[config.mk]
export PLATFORM = sky130hd
export DESIGN_NAME = pipe_stall_sched_flat
export DESIGN_NICKNAME = d
export VERILOG_FILES = /design/src/rtl/pipe_stall_sched_if.sv /design/src/rtl/pipe_stall_sched.sv /design/src/flat_wrapper.sv
export SDC_FILE = /design/constraint.sdc
export NUM_CORES = 1
export LEC_CHECK = 0
export BUFFER_PORTS_ARGS = -buffer_cell sky130_fd_sc_hd__buf_4
export CAP_MARGIN = 5
export CELL_PAD_IN_SITES_DETAIL_PLACEMENT = 0
export CELL_PAD_IN_SITES_GLOBAL_PLACEMENT = 2
export CORE_UTILIZATION = 30
export CTS_CLUSTER_DIAMETER = 80
export CTS_CLUSTER_SIZE = 40
export DETAILED_ROUTE_END_ITERATION = 7
export PLACE_DENSITY = 0.84
export SYNTH_ARGS = -nofsm -noshare
export SYNTH_HDL_FRONTEND = slang
export SYNTH_SLANG_ARGS = --single-unit
export TNS_END_PERCENT = 30
[constraint.sdc]
create_clock -name clk -period 2.1 [get_ports clk]
set_input_delay 0.42 -clock clk [delete_from_list [all_inputs] [get_ports clk]]
set_output_delay 0.42 -clock clk [all_outputs]
set_load 0.01 [all_outputs]
[src/rtl/pipe_stall_sched_if.sv]
// Bundle of pipeline-control signals between the stall sequencer and the rest of the core.
// The master side raises hazard and multi-cycle requests; the slave side (sequencer) drives stage modes.
interface pipe_stall_sched_if #(
  parameter int CNT_W = 32
);
  logic [1:0]       hz_if_id_mode;
  logic [1:0]       hz_id_exe_mode;
  logic             hz_if_stall;
  logic             trap_req;
  logic             dmem_req;
  logic             dmem_ready;
  logic             div_req;
  logic             div_done;
  logic             div_start;
  logic             if_stall;
  logic [1:0]       if_id_mode;
  logic [1:0]       id_exe_mode;
  logic [1:0]       exe_mem_mode;
  logic [1:0]       mem_wb_mode;
  logic             wait_err;
  logic [CNT_W-1:0] stall_cnt;

  modport master (
    output hz_if_id_mode, hz_id_exe_mode, hz_if_stall, trap_req,
           dmem_req, dmem_ready, div_req, div_done,
    input  div_start, if_stall, if_id_mode, id_exe_mode, exe_mem_mode,
           mem_wb_mode, wait_err, stall_cnt
  );

  modport slave (
    input  hz_if_id_mode, hz_id_exe_mode, hz_if_stall, trap_req,
           dmem_req, dmem_ready, div_req, div_done,
    output div_start, if_stall, if_id_mode, id_exe_mode, exe_mem_mode,
           mem_wb_mode, wait_err, stall_cnt
  );
endinterface

[src/rtl/pipe_stall_sched.sv]
// Central pipeline-control sequencer: merges hazard requests with divider, data-memory and trap
// events, drives per-stage register modes, and guards the wait states with a watchdog.
module pipe_stall_sched #(
  parameter int MAX_WAIT = 64,
  parameter int CNT_W    = 32
) (
  input logic               clk,
  input logic               rst_n,
  pipe_stall_sched_if.slave bus
);

  localparam logic [1:0]       MODE_NORMAL = 2'b00;
  localparam logic [1:0]       MODE_STALL  = 2'b01;
  localparam logic [1:0]       MODE_FLUSH  = 2'b10;
  localparam logic [7:0]       WAIT_LAST   = 8'(MAX_WAIT - 1);
  localparam logic [CNT_W-1:0] CNT_ONE     = CNT_W'(1);

  typedef enum logic [1:0] {RUN, MEM_WAIT, DIV_WAIT} state_e;

  state_e           state, next_state;
  logic [7:0]       wait_cnt;
  logic             wait_err;
  logic [CNT_W-1:0] stall_cnt;

  logic       pat_flush, pat_mem, pat_div, pat_pass;
  logic       start_c, done_c, wd_fire, stall_c;
  logic [1:0] m_if_id, m_id_exe, m_exe_mem, m_mem_wb;

  // NOTE: every signal assigned in an always_comb gets a default first so no path leaves it
  // unassigned; a missed branch would otherwise infer a latch.
  always_comb begin
    next_state = state;
    pat_flush  = 1'b0;
    pat_mem    = 1'b0;
    pat_div    = 1'b0;
    pat_pass   = 1'b0;
    start_c    = 1'b0;
    done_c     = 1'b0;
    wd_fire    = 1'b0;

    unique case (state)
      RUN: begin
        if (bus.trap_req) begin
          pat_flush = 1'b1;
        end else if (bus.dmem_req && !bus.dmem_ready) begin
          pat_mem    = 1'b1;
          next_state = MEM_WAIT;
        end else if (bus.div_req) begin
          pat_div    = 1'b1;
          start_c    = 1'b1;
          next_state = DIV_WAIT;
        end else begin
          pat_pass = 1'b1;
        end
      end
      MEM_WAIT, DIV_WAIT: begin
        done_c = (state == MEM_WAIT) ? bus.dmem_ready : bus.div_done;
        // Completion beats the watchdog when both land in the same cycle.
        if (done_c) begin
          next_state = RUN;
        end else if (wait_cnt == WAIT_LAST) begin
          pat_flush  = 1'b1;
          wd_fire    = 1'b1;
          next_state = RUN;
        end else begin
          pat_mem = (state == MEM_WAIT);
          pat_div = (state == DIV_WAIT);
        end
      end
      default: next_state = RUN;
    endcase

    stall_c   = pat_mem | pat_div | (pat_pass & bus.hz_if_stall);
    m_if_id   = MODE_NORMAL;
    m_id_exe  = MODE_NORMAL;
    m_exe_mem = MODE_NORMAL;
    m_mem_wb  = MODE_NORMAL;
    if (pat_flush) begin
      m_if_id   = MODE_FLUSH;
      m_id_exe  = MODE_FLUSH;
      m_exe_mem = MODE_FLUSH;
      m_mem_wb  = MODE_FLUSH;
    end else if (pat_mem) begin
      m_if_id   = MODE_STALL;
      m_id_exe  = MODE_STALL;
      m_exe_mem = MODE_STALL;
      m_mem_wb  = MODE_FLUSH;
    end else if (pat_div) begin
      m_if_id   = MODE_STALL;
      m_id_exe  = MODE_STALL;
      m_exe_mem = MODE_FLUSH;
    end else if (pat_pass) begin
      m_if_id   = bus.hz_if_id_mode;
      m_id_exe  = bus.hz_id_exe_mode;
    end
  end

  // Outputs are forced quiet while reset is held, independent of the current state.
  assign bus.div_start    = rst_n & start_c;
  assign bus.if_stall     = rst_n & stall_c;
  assign bus.if_id_mode   = rst_n ? m_if_id   : MODE_NORMAL;
  assign bus.id_exe_mode  = rst_n ? m_id_exe  : MODE_NORMAL;
  assign bus.exe_mem_mode = rst_n ? m_exe_mem : MODE_NORMAL;
  assign bus.mem_wb_mode  = rst_n ? m_mem_wb  : MODE_NORMAL;
  assign bus.wait_err     = wait_err;
  assign bus.stall_cnt    = stall_cnt;

  // NOTE: sequential state uses non-blocking assignments so every register samples
  // pre-edge values, independent of statement order.
  always_ff @(posedge clk or negedge rst_n) begin
    if (!rst_n) begin
      state     <= RUN;
      wait_cnt  <= '0;
      wait_err  <= 1'b0;
      stall_cnt <= '0;
    end else begin
      state <= next_state;
      // Held at zero in RUN so each wait state starts counting from zero.
      if (state == RUN) begin
        wait_cnt <= '0;
      end else if (!done_c && !wd_fire) begin
        wait_cnt <= wait_cnt + 8'd1;
      end
      if (wd_fire) begin
        wait_err <= 1'b1;
      end
      if (stall_c && (stall_cnt != '1)) begin
        stall_cnt <= stall_cnt + CNT_ONE;
      end
    end
  end

endmodule

[src/flat_wrapper.sv]
// flat-port wrapper written by rule: the top's interface ports become plain ports
module pipe_stall_sched_flat 
#(
  parameter int MAX_WAIT = 64,
  parameter int CNT_W    = 32
)
  (clk, rst_n, bus_hz_if_id_mode, bus_hz_id_exe_mode, bus_hz_if_stall, bus_trap_req, bus_dmem_req, bus_dmem_ready, bus_div_req, bus_div_done, bus_div_start, bus_if_stall, bus_if_id_mode, bus_id_exe_mode, bus_exe_mem_mode, bus_mem_wb_mode, bus_wait_err, bus_stall_cnt);
  pipe_stall_sched_if #(.CNT_W(CNT_W)) bus_i ();
  input logic clk;
  input logic rst_n;
  input wire logic [$bits(bus_i.hz_if_id_mode)-1:0] bus_hz_if_id_mode;
  input wire logic [$bits(bus_i.hz_id_exe_mode)-1:0] bus_hz_id_exe_mode;
  input wire logic [$bits(bus_i.hz_if_stall)-1:0] bus_hz_if_stall;
  input wire logic [$bits(bus_i.trap_req)-1:0] bus_trap_req;
  input wire logic [$bits(bus_i.dmem_req)-1:0] bus_dmem_req;
  input wire logic [$bits(bus_i.dmem_ready)-1:0] bus_dmem_ready;
  input wire logic [$bits(bus_i.div_req)-1:0] bus_div_req;
  input wire logic [$bits(bus_i.div_done)-1:0] bus_div_done;
  output wire logic [$bits(bus_i.div_start)-1:0] bus_div_start;
  output wire logic [$bits(bus_i.if_stall)-1:0] bus_if_stall;
  output wire logic [$bits(bus_i.if_id_mode)-1:0] bus_if_id_mode;
  output wire logic [$bits(bus_i.id_exe_mode)-1:0] bus_id_exe_mode;
  output wire logic [$bits(bus_i.exe_mem_mode)-1:0] bus_exe_mem_mode;
  output wire logic [$bits(bus_i.mem_wb_mode)-1:0] bus_mem_wb_mode;
  output wire logic [$bits(bus_i.wait_err)-1:0] bus_wait_err;
  output wire logic [$bits(bus_i.stall_cnt)-1:0] bus_stall_cnt;
  assign bus_i.hz_if_id_mode = bus_hz_if_id_mode;
  assign bus_i.hz_id_exe_mode = bus_hz_id_exe_mode;
  assign bus_i.hz_if_stall = bus_hz_if_stall;
  assign bus_i.trap_req = bus_trap_req;
  assign bus_i.dmem_req = bus_dmem_req;
  assign bus_i.dmem_ready = bus_dmem_ready;
  assign bus_i.div_req = bus_div_req;
  assign bus_i.div_done = bus_div_done;
  assign bus_div_start = bus_i.div_start;
  assign bus_if_stall = bus_i.if_stall;
  assign bus_if_id_mode = bus_i.if_id_mode;
  assign bus_id_exe_mode = bus_i.id_exe_mode;
  assign bus_exe_mem_mode = bus_i.exe_mem_mode;
  assign bus_mem_wb_mode = bus_i.mem_wb_mode;
  assign bus_wait_err = bus_i.wait_err;
  assign bus_stall_cnt = bus_i.stall_cnt;
  pipe_stall_sched #(.MAX_WAIT(MAX_WAIT), .CNT_W(CNT_W)) u_core (.clk(clk), .rst_n(rst_n), .bus(bus_i));
endmodule
## After elaboration in Yosys (flattened, before gate mapping)

Index checks and enable logic that the tools add are counted.

| storage, ports and cells | value |
|---|---|
| register bits | 43 |
| bits in latches | 0 |
| RAM bits | 0 |
| bits in read-only memories | 0 |
| bits of input ports | 12 |
| output and inout bits | 43 |
| logic and storage cells | 76 |
| memories kept | 0 |

| operators by class | value |
|---|---|
| add/sub/neg operators | 2 |
| multiply operators | 0 |
| divide/modulo/power cells | 0 |
| $lt $le $gt $ge | 0 |
| equality and inequality tests | 7 |
| shift-type cells | 0 |
| multiplexer cells | 48 |
| bitwise operators | 5 |
| reduce and logical (&&, ||, !) cells | 10 |

Operators by type and width:

| operator | count |
|---|---|
| 2-bit 2-to-1 mux | 22 |
| 32-bit by 1-bit adder with 32-bit output, second input constant | 1 |
| 32-bit != test, second input constant | 1 |
| 1-bit 2-to-1 mux | 20 |
| 8-bit 2-to-1 mux | 2 |
| 8-bit by 1-bit adder with 8-bit output, second input constant | 1 |
| 8-bit by 6-bit == test with 1-bit output, second input constant | 1 |
| 1-bit case mux with 2 select lines | 3 |
| 2-bit case mux with 2 select lines | 1 |
| 1-bit bitwise AND | 3 |
| 1-bit logical AND | 3 |
| 1-bit logical NOT | 3 |
| 3-bit by 1-bit != test with 1-bit output, second input constant | 1 |
| 3-bit by 2-bit != test with 1-bit output, second input constant | 1 |
| 3-bit AND reduction | 1 |
| 2-bit by 1-bit == test with 1-bit output, second input constant | 1 |
| 2-bit == test, second input constant | 1 |
| 2-bit logical NOT | 1 |
| 2-bit != test, second input constant | 1 |
| 1-bit OR | 2 |
| 2-bit nonzero test | 1 |
| 2-bit OR reduction | 1 |

## Longest topological paths before layout

| depth | value |
|---|---|
| depth in word-level cells | 10 |
| gate-level depth with buffers | 10 |
| mapped depth without buffers | 9 |

## Least setup slack after synthesis

No wires, ideal clock.

| timing | value |
|---|---|
| kind | reg2out |
| from | register u_core.wait_cnt[0] |
| to | output port bus_id_exe_mode[1] |
| arrival | 1.962 ns |
| required time | 1.680 ns |
| slack | -0.282 ns |
| cell stages (with the launch flop) | 9 |
| path buffers | 0 |
| path through | dfrtp_1 -> ha_1 -> or3b_1 -> o21a_1 -> a32o_1 -> a21o_1 -> nor2b_2 -> a21oi_1 -> nor2b_1 |

| between the ends | value |
|---|---|
| longest elaborated chain between the ends | 8 |
| elaborated cells between the ends (all ways) | 14 |
| classes of those cells | eq/ne: 1; mux: 13 |

Ends and longest elaborated chain:

| what | RTL line | text |
|---|---|---|
| start, declared | pipe_stall_sched.sv:21 | `logic [7:0] wait_cnt;` |
| start signal, assigned | pipe_stall_sched.sv:122 | `wait_cnt <= wait_cnt + 8'd1;` |
| 8-bit by 6-bit == test with 1-bit output * | pipe_stall_sched.sv:61 | `end else if (wait_cnt == WAIT_LAST) begin` |
| 1-bit 2-to-1 mux | pipe_stall_sched.sv:61 |  |
| 1-bit 2-to-1 mux | pipe_stall_sched.sv:59 | `if (done_c) begin` |
| 1-bit case mux with 2 select lines | pipe_stall_sched.sv:41 | `unique case (state)` |
| 2-bit 2-to-1 mux | pipe_stall_sched.sv:88 | `end else if (pat_div) begin` |
| 2-bit 2-to-1 mux | pipe_stall_sched.sv:83 | `end else if (pat_mem) begin` |
| 2-bit 2-to-1 mux * | pipe_stall_sched.sv:78 | `if (pat_flush) begin` |
| 2-bit 2-to-1 mux * | pipe_stall_sched.sv:102 | `assign bus.id_exe_mode = rst_n ? m_id_exe : MODE_NORMAL;` |
| end, declared | flat_wrapper.sv:22 | `output wire logic [$bits(bus_i.id_exe_mode)-1:0] bus_id_exe_mode;` |

Mark *: on every way between the ends. The rest lies on a longest branch, timed or not.

## Final worst setup path

| timing | value |
|---|---|
| from | register u_core.wait_cnt[0] |
| to | output port bus_if_id_mode[1] |

| between the ends | value |
|---|---|
| longest elaborated chain between the ends | 8 |
| elaborated cells between the ends (all ways) | 14 |
| classes of those cells | eq/ne: 1; mux: 13 |

Ends and longest elaborated chain:

| what | RTL line | text |
|---|---|---|
| 8-bit by 6-bit == test with 1-bit output * | pipe_stall_sched.sv:61 |  |
| 1-bit 2-to-1 mux | pipe_stall_sched.sv:61 |  |
| 1-bit 2-to-1 mux | pipe_stall_sched.sv:59 |  |
| 1-bit case mux with 2 select lines | pipe_stall_sched.sv:41 |  |
| 2-bit 2-to-1 mux | pipe_stall_sched.sv:88 |  |
| 2-bit 2-to-1 mux | pipe_stall_sched.sv:83 |  |
| 2-bit 2-to-1 mux * | pipe_stall_sched.sv:78 |  |
| 2-bit 2-to-1 mux * | pipe_stall_sched.sv:101 | `assign bus.if_id_mode = rst_n ? m_if_id : MODE_NORMAL;` |
| end, declared | flat_wrapper.sv:21 | `output wire logic [$bits(bus_i.if_id_mode)-1:0] bus_if_id_mode;` |

Marks and branches as above.

==> metrics.md <==
| Metric | Value |
|---|---|
| Status | finished with violations |
| Failing checks | setup timing |
| Overall power | 3.02 mW |
| Portion of total power attributed to the clock network | 21.6% |
| DRT Wirelength | 5590 um |
| Post-Route Utilization | 44.5% |
| Power Dens Cells | 874 nW/um^2 |
| Number of maximum-capacitance constraint violations | 0 |
| Commonest cells in the synthesized netlist | sky130_fd_sc_hd__dfrtp_1 (43), sky130_fd_sc_hd__xnor2_1 (29), sky130_fd_sc_hd__nor2_1 (20) |
| Count of yosys warnings during synthesis | 0 |
| Sequential cell area in the final layout | 1080 um^2 |
| Number of rows created at floorplan | 32 |
| Worst Path Arrival | 2.29 ns |
| Internal Power | 1.98 mW |
| Antenna-violating nets left | 0 |
| Later-pin clock latency in the skew report | 0.30 ns |
| Overflow after GRT | 0 |
| Ranking of synthesized cells by area | sky130_fd_sc_hd__dfrtp_1 (45%), sky130_fd_sc_hd__xnor2_1 (11%), sky130_fd_sc_hd__nand4_1 (4.4%) |
| ANT cells | 0 |
| Buffers from clock root to sink, at most | 2 |
| Port Buffer Count | 53 |
| Top fanout value on the critical path | 2 |
| Post-synthesis net count | 252 |
| Final net count | 355 |
| Clock transition at the registers of the reported paths | 0.09 ns |
| Antenna violations before repair | 0 |
| Source of the worst register-to-register timing path | u_core.state[1] |
| Clock H-tree levels | 2 |
| Highest clock frequency the design can meet | 369 MHz |
| Routed vias | 2021 |
| Fraction of final layout cells sized beyond drive strength 1 | 39.1% |
| Clk sink count | 43 |
| Crit path kind | flop to output pin |
| Hold Crit Class | flop to flop |
| Standby leakage power | 1.67 nW |
| Root Buffer Master | sky130_fd_sc_hd__clkbuf_8 |
| Ratio of final minimum period to clock period | 129% |
| Initial drt markers | 73 |
| Worst slack at placement | -0.255 ns |
| Setup-failing EPs final | 38 |
| Global-route wire length before repair | 9370 um |
| Horizontal extent of the die | 91.7 um |
| Core ar. | 7770 um^2 |
| Share of synthesized area occupied by flip-flops and latches | 44.6% |
| Starting density of the core | 31.1% |
| Number of search-and-repair iterations in the first detailed-routing pass | 4 |
| Synth async-reset ratio | 100% |
| Worst hold margin | 0.482 ns |
| Setup clock skew after layout | 0.00786 ns |
| Startpoint of the lowest-slack hold path | u_core.bus.wait_err |
| Clock tree from TritonCTS | done |
| Min cycle time layout | 2.71 ns |
| RSZ-0062 raised after global routing | true |
| Required time of the critical path | 1.68 ns |
| Number of hold-slack violations in the final timing report | 0 |
| Number of I/O pins | 55 |
| Total routing resource utilization after global routing | 14.0% |
| Leading area contributor after synthesis | sky130_fd_sc_hd__dfrtp_1 |
| Reported net switching power | 1.04 mW |
| Synthesized instance count | 234 |
| Number of fill cells in the layout | 773 |
| Sequential group share of total power | 33.6% |
| Multi-input combinational cell area | 1310 um^2 |
| Final GP Congestion | 0.794 |
| Net switching fraction of the power | 34.5% |
| Fin area | 3450 um^2 |
| Per-cell routed wire length | 12.7 um |
| Worst setup path start | u_core.wait_cnt[0] |
| Area growth from synthesis to layout | 43.2% |
| Number of unique standard cell types used by synthesis | 40 |
| Largest voltage drop on the vdd net | 0.000630 V |
| Most frequent cell after synthesis | sky130_fd_sc_hd__dfrtp_1 |
| Logic pwr share | 44.8% |
| Post-synthesis area per instance | 10.3 um^2 |
| Number of buffers created by CTS | 5 |
| Maximum number of pins on one net before global-route repair | 30 |
| Count of state elements after synthesis | 43 |
| Via count of the first global-routing pass | 1984 |
| Y dimension of the die | 91.7 um |
| Number of remaining DRC errors | 0 |
| Max Slew Vio Count | 0 |
| Critical Path Source Type | flop |
| Top-area cell type share of the netlist area | 44.6% |
| Number of flops mapped to enable cells by yosys | 0 |
| Syn Std Cell Area | 2410 um^2 |
| Ys flop type | sky130_fd_sc_hd__dfrtp_1 |
| Critical path endpoint category | output pin |
| Post-placement cell area | 3260 um^2 |
| DIE AREA | 8400 um^2 |
| Per-cell via count in the routed design | 4.59 |
| Final setup slack of the worst path | -0.613 ns |
| Final HPWL from detailed placement | 4150 um |
==> final cells by class <==
class | instances | area share (%)
inverters | 7 | 0.761
clock buffers | 5 | 1.99
multi-input cells | 178 | 37.9
clock inverters | 3 | 1.27
well taps | 102 | 3.70
repair buffers | 102 | 23.2
flip-flops and latches | 43 | 31.2
==> flip-flops by register name (all words and copies together) (netlist names) <==
signal and flops:
u_core.wait_cnt 8, u_core.state 2, u_core.bus.wait_err 1, u_core.bus.stall_cnt 32
==> per-stage QoR <==
step / setup TNS, ns / cells
2_1_floorplan: -0.613 / 234
3_3_place_gp: -4.12 / 428
3_5_place_dp: -4.72 / 428
4_1_cts: -7.12 / 438
5_1_grt: -13.10 / 440
6_report: -6.81 / 440
==> layer usage <==
| metal | track usage [%] | share of wire (%) | vias up |
|---|---|---|---|
| met5 | 0 | 0 | - |
| met4 | 3.97 | 0.98 | 0 |
| met3 | 3.48 | 5.4 | 5 |
| met2 | 22.7 | 48 | 47 |
| met1 | 18.4 | 46 | 953 |
| li1 | - | - | 1016 |
==> layout by cell type, fill, tap and decap left out, drive strengths merged, types with 5 or more instances in the layout <==
cell type  Yosys  routed
buf            5     101
nand3         18      18
nor2          21      21
dfrtp         43      43
a21oi          6       6
nand4         17      17
xor2           9       9
xnor2         29      29
ha             6       6
and3          16      16
nand2         13      13
clkbuf         1       5
inv            7       7
nand2b         5       5
nor2b          5       5
==> critical path, cell delays in order, from the launching register on <==
cell,delay (ns)
sky130_fd_sc_hd__dfrtp_1,0.36
sky130_fd_sc_hd__ha_2,0.17
sky130_fd_sc_hd__or3b_4,0.37
sky130_fd_sc_hd__o21a_1,0.20
sky130_fd_sc_hd__a32o_1,0.24
sky130_fd_sc_hd__a21o_1,0.21
sky130_fd_sc_hd__nor2b_2,0.13
sky130_fd_sc_hd__a21oi_1,0.08
sky130_fd_sc_hd__nor2b_1,0.11
sky130_fd_sc_hd__buf_4,0.12
==> cell families (layout without fill, tap and decap cells) <==
family / count (synthesis) / in the layout / synth area share (%)
muxes: 4 / 4 / 1.76
other: 1 / 1 / 0.155
DFF: 43 / 43 / 44.6
AOI/OAI and AO/OA: 18 / 18 / 5.96
and+or+nand+nor: 111 / 111 / 27.6
buffers and inverters: 13 / 117 / 2.96
xor gates and xnor gates: 38 / 38 / 13.8
adders and majority gates: 6 / 6 / 3.11
==> worst paths after layout <==
kind | to | slack [ns] | cells after the start
max | bus_if_id_mode[1] | -0.61 | 9
min | u_core.bus.wait_err | 0.48 | 1
max in group asynchronous | u_core.bus.stall_cnt[12] | 0.91 | 3
min reg2reg | u_core.bus.wait_err | 0.48 | 1
max reg2reg | u_core.bus.stall_cnt[6] | -0.14 | 11
min in group asynchronous | u_core.bus.stall_cnt[22] | 0.53 | 2
==> power by group through the flow <==
| stage | Sequential [mW] | Clock (mW) | Combinational [mW] |
|---|---|---|---|
| CTS | 1.01 | 0.668 | 1.30 |
| floorplan | 1.06 | 0 | 0.644 |
| global placement | 1.03 | 0 | 1.26 |
| detailed placement | 1.03 | 0 | 1.27 |
| global route | 1.03 | 0.706 | 1.49 |
| finish | 1.01 | 0.653 | 1.35 |
==> repair_timing <==
item | 4_1_cts | 5_1_grt
pin swaps | 1 | 6
hold buffers | 1 | 0
endpoints found under the setup margin | 38 | 45
endpoints found under the hold margin | 14 | 0
setup buffers | 1 | 2
gates resized for setup | 1 | 11
(Power assumes the default switching activity.)
